$ cat src/rtl/shift_sequencer.sv
`default_nettype none
// ============================================================================
// Module   : shift_sequencer
// Purpose  : Multi-cycle SLL/SRL/SRA/ROL controller, one bit per cycle,
//            with a start/busy/done handshake and a held result register.
// Revision : 1.0 - initial release
// ============================================================================
module shift_sequencer #(
    parameter int WIDTH = 4,
    parameter int AMT_W = 4
) (
    input  logic             clk,
    input  logic             rst_n,
    input  logic             start,
    input  logic [1:0]       op,
    input  logic [WIDTH-1:0] a,
    input  logic [AMT_W-1:0] b,
    input  logic             abort,
    output logic             busy,
    output logic             done,
    output logic [WIDTH-1:0] result
);

    // Counter must hold WIDTH itself, since non-rotate shifts clamp to WIDTH.
    localparam int CNT_W = $clog2(WIDTH + 1);
    localparam int CMP_W = (AMT_W > CNT_W) ? AMT_W : CNT_W;

    localparam logic [1:0] c_op_sll = 2'b00;
    localparam logic [1:0] c_op_srl = 2'b01;
    localparam logic [1:0] c_op_sra = 2'b10;
    localparam logic [1:0] c_op_rol = 2'b11;

    localparam logic [0:0] c_st_idle  = 1'b0;
    localparam logic [0:0] c_st_shift = 1'b1;

    localparam logic [CMP_W-1:0] c_width = CMP_W'(WIDTH);
    localparam logic [CMP_W-1:0] c_mask  = CMP_W'(WIDTH - 1);

    logic [0:0]       r_state;
    logic [WIDTH-1:0] r_work;
    logic [1:0]       r_op;
    logic [CNT_W-1:0] r_cnt;
    logic [WIDTH-1:0] r_result;
    logic             r_done;

    logic [CMP_W-1:0] w_b_ext;
    logic [CMP_W-1:0] w_n_ext;
    logic [CNT_W-1:0] w_n;
    logic [WIDTH-1:0] w_step;

    assign w_b_ext = CMP_W'(b);

    // WIDTH is a power of two, so "mod WIDTH" is a mask of the low bits.
    always_comb begin
        w_n_ext = w_b_ext;
        if (op == c_op_rol) begin
            w_n_ext = w_b_ext & c_mask;
        end else if (w_b_ext > c_width) begin
            w_n_ext = c_width;
        end
    end

    assign w_n = CNT_W'(w_n_ext);

    always_comb begin
        w_step = r_work;
        case (r_op)
            c_op_sll: w_step = {r_work[WIDTH-2:0], 1'b0};
            c_op_srl: w_step = {1'b0, r_work[WIDTH-1:1]};
            c_op_sra: w_step = {r_work[WIDTH-1], r_work[WIDTH-1:1]};
            c_op_rol: w_step = {r_work[WIDTH-2:0], r_work[WIDTH-1]};
            default:  w_step = r_work;
        endcase
    end

    always_ff @(posedge clk) begin
        if (!rst_n) begin
            r_state  <= c_st_idle;
            r_work   <= '0;
            r_op     <= '0;
            r_cnt    <= '0;
            r_result <= '0;
            r_done   <= 1'b0;
        end else begin
            r_done <= 1'b0;
            case (r_state)
                c_st_idle: begin
                    if (start && !abort) begin
                        r_work  <= a;
                        r_op    <= op;
                        r_cnt   <= w_n;
                        r_state <= c_st_shift;
                    end
                end
                c_st_shift: begin
                    // Abort wins even on the final cycle: no done, result untouched.
                    if (abort) begin
                        r_state <= c_st_idle;
                    end else if (r_cnt != '0) begin
                        r_work <= w_step;
                        r_cnt  <= r_cnt - CNT_W'(1);
                    end else begin
                        r_result <= r_work;
                        r_done   <= 1'b1;
                        r_state  <= c_st_idle;
                    end
                end
                default: r_state <= c_st_idle;
            endcase
        end
    end

    assign busy   = (r_state == c_st_shift);
    assign done   = r_done;
    assign result = r_result;

endmodule
`default_nettype wire
$ cat config.mk
export PLATFORM = sky130hd
export DESIGN_NAME = shift_sequencer
export DESIGN_NICKNAME = d
export VERILOG_FILES = /design/src/rtl/shift_sequencer.sv
export SDC_FILE = /design/constraint.sdc
export NUM_CORES = 1
export LEC_CHECK = 0
export BUFFER_PORTS_ARGS = -buffer_cell sky130_fd_sc_hd__clkbuf_2
export CORE_UTILIZATION = 45
export DETAILED_ROUTE_END_ITERATION = 16
export PLACE_DENSITY = 0.77
export REMOVE_ABC_BUFFERS = 1
export SLEW_MARGIN = 20
export SYNTH_ARGS = -nofsm -noshare
export SYNTH_HDL_FRONTEND = slang
export SYNTH_SLANG_ARGS = --single-unit
export TNS_END_PERCENT = 50
$ cat constraint.sdc
create_clock -name clk -period 1.6 [get_ports clk]
set_clock_uncertainty 0.1 [all_clocks]
set_input_delay 0.32 -clock clk [delete_from_list [all_inputs] [get_ports clk]]
set_output_delay 0.32 -clock clk [all_outputs]
set_load 0.05 [all_outputs]
==> impl_results.md, run 1 <==
- Outcome: finished with violations
- Failing checks: DRC, setup timing
- Row cnt: 14
- Largest net degree at the start of global routing: 11
- Vias: 768
- First-pass GRT wire length: 3.19 mm
- Initial antenna violation count: 0
- Area of the die: 0.00189 mm2
- CTS Sinks: 15
- Finished Cell Area: 0.00104 mm2
- Critical path capture point type: register
- Hold Buf Count CTS: 0
- Routed length per placed instance: 14.4 um
- Reg clk slew, reported paths: 90 ps
- R2R Setup Slk: -80 ps
- Cell taking the most area after synthesis: dfxtp_1
- Synthesized area: 773 um2
- DRC viols: 4
- Post-Route WL: 1.95 mm
- Most frequent cell after synthesis: dfxtp_1
- I/O Pins: 20
- Antenna Violating Nets Remaining: 0
- Mean post-synth cell area: 9.10 um2
- Fin. Hold Viols: 0
- Placement Cell Area: 955 um2
- Commonest cells in the netlist: 15 x dfxtp_1, 9 x nor2_1, 8 x mux2i_1
- CTS tree: built
- Setup TNS: -143 ps
- CP Data Required Time: 1730 ps
- Post-detail-place hpwl: 1.40 mm
- Share of cells above drive strength 1: 43.7%
- Global Route Usage Sum: 23.8%
- Die Height: 43.5 um
- I/O Buffers: 19
- Flops & latches, synth: 15
- Yosys warnings: 0
- Setup violators final: 3
- NumNets Final: 136
- Worst-skew pair later-pin latency: 290 ps
- H-Tree Depth: 1
- Vias in the first global route: 675
- Worst vdd ir: 0.000652 V
- Crit path DAT: 1810 ps
- Core Box Area: 0.00156 mm2
- CP Class: register to register
- Vias per std cell: 5.69
- Placed Cells: 128
- FFs w/ async S/R, synth: 0%
- Prevailing post-synth register cell: dfxtp_1
- Total Power: 0.798 mW
- FMAX: 594 MHz
- Ant. Diodes: 0
- 1st-iter DRT viols: 20
- Final slew viol count: 0
- Drt first pass iters: 10
- Initial Utilization: 49.6%
- Die width: 43.5 um
- Crit path time final: 1680 ps
- Top post-synthesis cells by area: dfxtp_1 39%, mux2i_1 10%, o21ai_0 4.5%, nor2_1 4.4%, a21oi_1 3.9%
- Clock Tree Root: clkbuf_4
- Placer Congestion: 0.843
- RSZ-0062 raised after global routing: true
- Slew margin rel.: 75.3%
- Leakage: 0.444 nW
- CP Launch Type: register
- CTS buffer count: 3
- PD cells: 770 mW/mm2
- Min-Delay Path Class: input port to register
- Netlist cell types: 30
- Non-Filler Instances: 135
- Maxcap violations: 0
- Synth top area share: 38.8%
- Final core occ: 66.5%
- Clk buf depth: 2
- GRT overflow: 0
- EDFF count, synth: 0
- Synth Instances: 85
- Min setup slack post-route: -83.0 ps
- Area Growth Syn to Fin: 34.0%
- Period utilization: 105%
- Tightest Pin Transition: 367 ps
- Sequential area share after synthesis: 38.8%
- CP max FO: 8
[power by group]
| group | switching [mW] | internal, mW | total, mW |
|---|---|---|---|
| logic | 0.0893 | 0.0847 | 0.174 |
| registers | 0.0149 | 0.390 | 0.405 |
| clock network | 0.122 | 0.0970 | 0.219 |
[worst max-delay path: stages, from the launching register on]
cell and delay (ps):
dfxtp_2 340, inv_2 50, ha_4 150, and3b_1 190, or3_4 430, a211oi_2 230
a31o_1 130
[worst paths after layout]
| kind | startpoint | endpoint | cells after the start |
|---|---|---|---|
| min reg2reg | result[3]$_SDFFE_PN0P_ | result[3]$_SDFFE_PN0P_ | 2 |
| max | r_cnt[1]$_SDFFE_PN0P_ | r_work[1]$_SDFFE_PN0P_ | 6 |
| min | op[1] | r_op[1]$_SDFFE_PN0P_ | 3 |
| max reg2reg | r_cnt[1]$_SDFFE_PN0P_ | r_work[1]$_SDFFE_PN0P_ | 6 |
[cell usage in the layout, fill, tap and decap left out, types with 2 or more instances in the layout]
cell type and n:
mux2i_1 8, a211oi_2 2, a31oi_1 2, dfxtp_2 2, inv_2 3, o21ai_0 6, a21oi_1 6, clkbuf_4 4
nor2_1 9, o211ai_1 2, a31o_1 2, nand3_1 2, buf_4 15, dfxtp_1 13, clkbuf_2 18, nand2_1 5
o21ai_1 3
[logic make-up (layout without fill, tap and decap cells)]
family / count (synthesis) / count (layout) / share of synthesized area (%)
xor gates and xnor gates: 1 / 1 / 1.13
DFF: 15 / 15 / 38.8
buffers and inverters: 9 / 43 / 5.99
muxes: 9 / 9 / 11.8
AOI/OAI and AO/OA: 24 / 24 / 20.2
adders and majority gates: 2 / 2 / 3.24
and+or+nand+nor: 25 / 25 / 18.8
[routing by layer]
metal / part of all wire (%) / track usage (%) / vias to the layer above
met5: 0 / 0 / -
met4: 2.6 / 13.1 / 0
met3: 5.2 / 3.75 / 6
met2: 49 / 40.0 / 35
met1: 43 / 28.9 / 352
li1: - / - / 375
[state kept, by name, summed over array words and instances, names as in the netlist]
signal,flops
done,1
r_cnt,3
r_op,2
r_work,4
busy,1
result,4
[through the flow]
stage	hold slack, ps	worst slack [ps]
6_report	194	-83.0
3_5_place_dp	364	-164
5_1_grt	209	-124
2_1_floorplan	332	-361
4_1_cts	183	-76.2
3_3_place_gp	351	-103
[area by class of cell]
| class | count | area, um2 |
|---|---|---|
| Inverter | 4 | 15.0 |
| Sequential cell | 15 | 303 |
| Tap cell | 16 | 20.0 |
| Fill cell | 124 | 523 |
| Clock buffer | 4 | 26.3 |
| Multi-Input combinational cell | 61 | 450 |
| Timing Repair Buffer | 35 | 221 |
[repair_timing]
| item | CTS | global route |
|---|---|---|
| buffers inserted | 2 | 1 |
| pin swaps | 5 | 2 |
| hold endpoints to repair | 0 | 0 |
| gates resized for setup | 9 | 3 |
| setup endpoints to repair | 8 | 12 |
Power figures use the tool's default switching activity.
==> run 2: changes to the inputs <==
Settings changed: PLACE_DENSITY 0.77 to unset, PLACE_DENSITY_LB_ADDON set to 0.25.
==> run 2 against run 1 <==
Against the previous run:
- the run ends with setup timing left
- routed wire length down 11%
- critical path depth down 1
- critical endpoint unchanged
- first-iteration DRC count down 15%
- cell area down 3.7%
- non-clock buffer count down 5
- cell count down 3.7%
- sequential share of layout area up 1.1 points
- hold slack better by 3.5 ps
- largest power group unchanged
- sequential power about the same
- combinational power down 9%
- die area unchanged
- clock power down 3%
==> impl_results.md, run 2 (synthesized netlist as in run 1, its figures left out) <==
- Placed Cells: 125 (-2.3%)
- Core Box Area: 0.00156 mm2 (unchanged)
- Die width: 43.5 um (unchanged)
- Non-Filler Instances: 130 (-3.7%)
- Outcome: finished with violations
- Initial antenna violation count: 0 (unchanged)
- Failing checks: setup timing
- Row cnt: 14 (unchanged)
- PD cells: 778 mW/mm2 (+1.1%)
- Crit path max-delay family: simple AND/OR/NAND/NOR gates
- Leakage: 0.422 nW (-5.1%)
- Clock Tree Root: clkbuf_4
- Critical path capture point type: register
- Area Growth Syn to Fin: 29.0%
- Worst-skew pair later-pin latency: 280 ps (about the same)
- Sw Share: 28.2% (-0.12 points)
- CP Launch Type: register
- CTS buffer count: 3 (unchanged)
- Slowest-stage cell, CP: or3_4
- Antenna Violating Nets Remaining: 0 (unchanged)
- Slew margin rel.: 71.4% (-3.9 points)
- I/O Pins: 20 (unchanged)
- Commonest non-fill, non-tap cells in the layout: 19 x clkbuf_2, 13 x dfxtp_1, 10 x buf_4
- Area of the die: 0.00189 mm2 (unchanged)
- Min-Delay Path Class: input port to register
- 1st-iter DRT viols: 17 (-15%)
- Total Power: 0.776 mW (-2.7%)
- Drt first pass iters: 4 (-6)
- Min setup slack post-route: -26.5 ps (+56.5 ps)
- Initial Utilization: 49.6% (unchanged)
- GRT overflow: 0 (unchanged)
- Largest net degree at the start of global routing: 10 (-1)
- Cell Chain, Critical Path: inv_2 -> ha_4 -> and3b_1 -> or3_4 -> a31o_1
- Worst vdd ir: 0.000537 V (-18%)
- P_sw: 0.219 mW (-3.1%)
- Worst Path Buf+Inv: 1 (unchanged)
- CP Data Required Time: 1690 ps (-40 ps)
- Fin. Hold Viols: 0 (unchanged)
- Vias: 721 (-6.1%)
- Routed length per placed instance: 13.3 um (-7.6%)
- First-pass GRT wire length: 2.99 mm (-6.1%)
- Period utilization: 102% (-3.5 points)
- Final slew viol count: 0 (unchanged)
- CP Depth: 5 (-1)
- Post-Route WL: 1.73 mm (-11%)
- CP max FO: 8 (unchanged)
- Crit path DAT: 1710 ps (-100 ps)
- Reg2reg path depth: 5 (-1)
- Cell depth of the worst min-delay path: 3 (unchanged)
- Crit path largest cell delay: 430 ps (about the same)
- Combinational Power Share: 20.3% (-1.5 points)
- I/O Buffers: 19 (unchanged)
- Global Route Usage Sum: 21.8% (-1.9 points)
- Setup violators final: 2 (-1)
- Ant. Diodes: 0 (unchanged)
- CP Class: register to register
- Vias in the first global route: 684 (+1.3%)
- Placer Congestion: 0.804 (-4.6%)
- Clk pwr share: 27.4% (about the same)
- Reg power frac: 52.3% (+1.5 points)
- Die Height: 43.5 um (unchanged)
- R2R Setup Slk: -30 ps (+60 ps)
- Maxcap violations: 0 (unchanged)
- NumNets Final: 131 (-3.7%)
- Commonest non-fill, non-tap cell in the layout: clkbuf_2
- Share of cells above drive strength 1: 42.1% (-1.6 points)
- Crit path time final: 1630 ps (-56.5 ps)
- FMAX: 615 MHz (+3.5%)
- H-Tree Depth: 1 (unchanged)
- Hold WS: 198 ps (+3.48 ps)
- Pre-CTS WS: -164 ps (+0.843 ps)
- DRC viols: 0 (-4)
- Tightest Pin Transition: 424 ps (+57.5 ps)
- Clk buf depth: 2 (unchanged)
- Post-detail-place hpwl: 1.37 mm (-2.2%)
- CTS Sinks: 15 (unchanged)
- Vias per std cell: 5.55 (-2.5%)
- Reg clk slew, reported paths: 90 ps (about the same)
- RSZ-0062 raised after global routing: true
- CTS tree: built
- Cell-internal power: 0.557 mW (-2.5%)
## run 2: cell count changes in the layout (fill, tap and decap cells not counted)
cell | previous run | this run
buf_4 | 15 | 10
clkbuf_1 | 1 | 0
clkbuf_2 | 18 | 19
clkbuf_4 | 4 | 3
clkinv_2 | 0 | 1
o21ai_0 | 6 | 7
o21ai_1 | 3 | 2
## run 2: metal layers
layer | part of all wire, % | GRT usage, % | up-vias
met2 | 45 | 33.3 | 18
met4 | 1.3 | 9.38 | 0
met5 | 0 | 0 | -
li1 | - | - | 366
met1 | 50 | 29.7 | 333
met3 | 2.9 | 5.00 | 4
## run 2: path summary, 6_finish.rpt
check / start / end
worst max-delay path: r_cnt[0]$_SDFFE_PN0P_ / r_work[1]$_SDFFE_PN0P_
worst min-delay path: op[0] / r_op[0]$_SDFFE_PN0P_
worst max register to register: r_cnt[0]$_SDFFE_PN0P_ / r_work[1]$_SDFFE_PN0P_
worst min register to register: r_cnt[1]$_SDFFE_PN0P_ / r_cnt[1]$_SDFFE_PN0P_
## run 2: power by group through the flow
stage	Clock (mW)	Combinational, mW	Sequential (mW)
floorplan	0	0.0702	0.425
global placement	0	0.143	0.412
detailed placement	0	0.145	0.414
CTS	0.224	0.154	0.406
global route	0.242	0.172	0.410
finish	0.212	0.158	0.406
## run 2: worst register-to-register path: cells and delay by family (launching register included)
family | cells | cell delay (ps)
compound gates | 1 | 240
fa+ha+maj | 1 | 150
simple gates | 2 | 640
buf+inv | 1 | 50
flops | 1 | 350
## run 2: final cells by class
cell class,instances,area [um2]
fill,139,562
multi-input combinational,61,450
sequential,15,303
timing repair buffer,30,181
clock buffer,3,22.5
tap,16,20.0
inverter,4,15.0
clock inverter,1,5.00
## run 2: timing repair
item,4_1_cts,5_1_grt
pin swaps,0,1
setup endpoints to repair,8,11
setup buffers,0,1
hold buffers,0,0
gates resized for setup,8,1
## run 2: per-stage QoR
step | area (um2) | TNS [ps] | util, %
floorplan | 742 | -3760 | -
global placement | 932 | -440 | 59.8
detailed placement | 932 | -788 | 59.8
CTS | 986 | -49.6 | 63.2
global route | 997 | -450 | 64.0
finish | 997 | -45.4 | 64.0
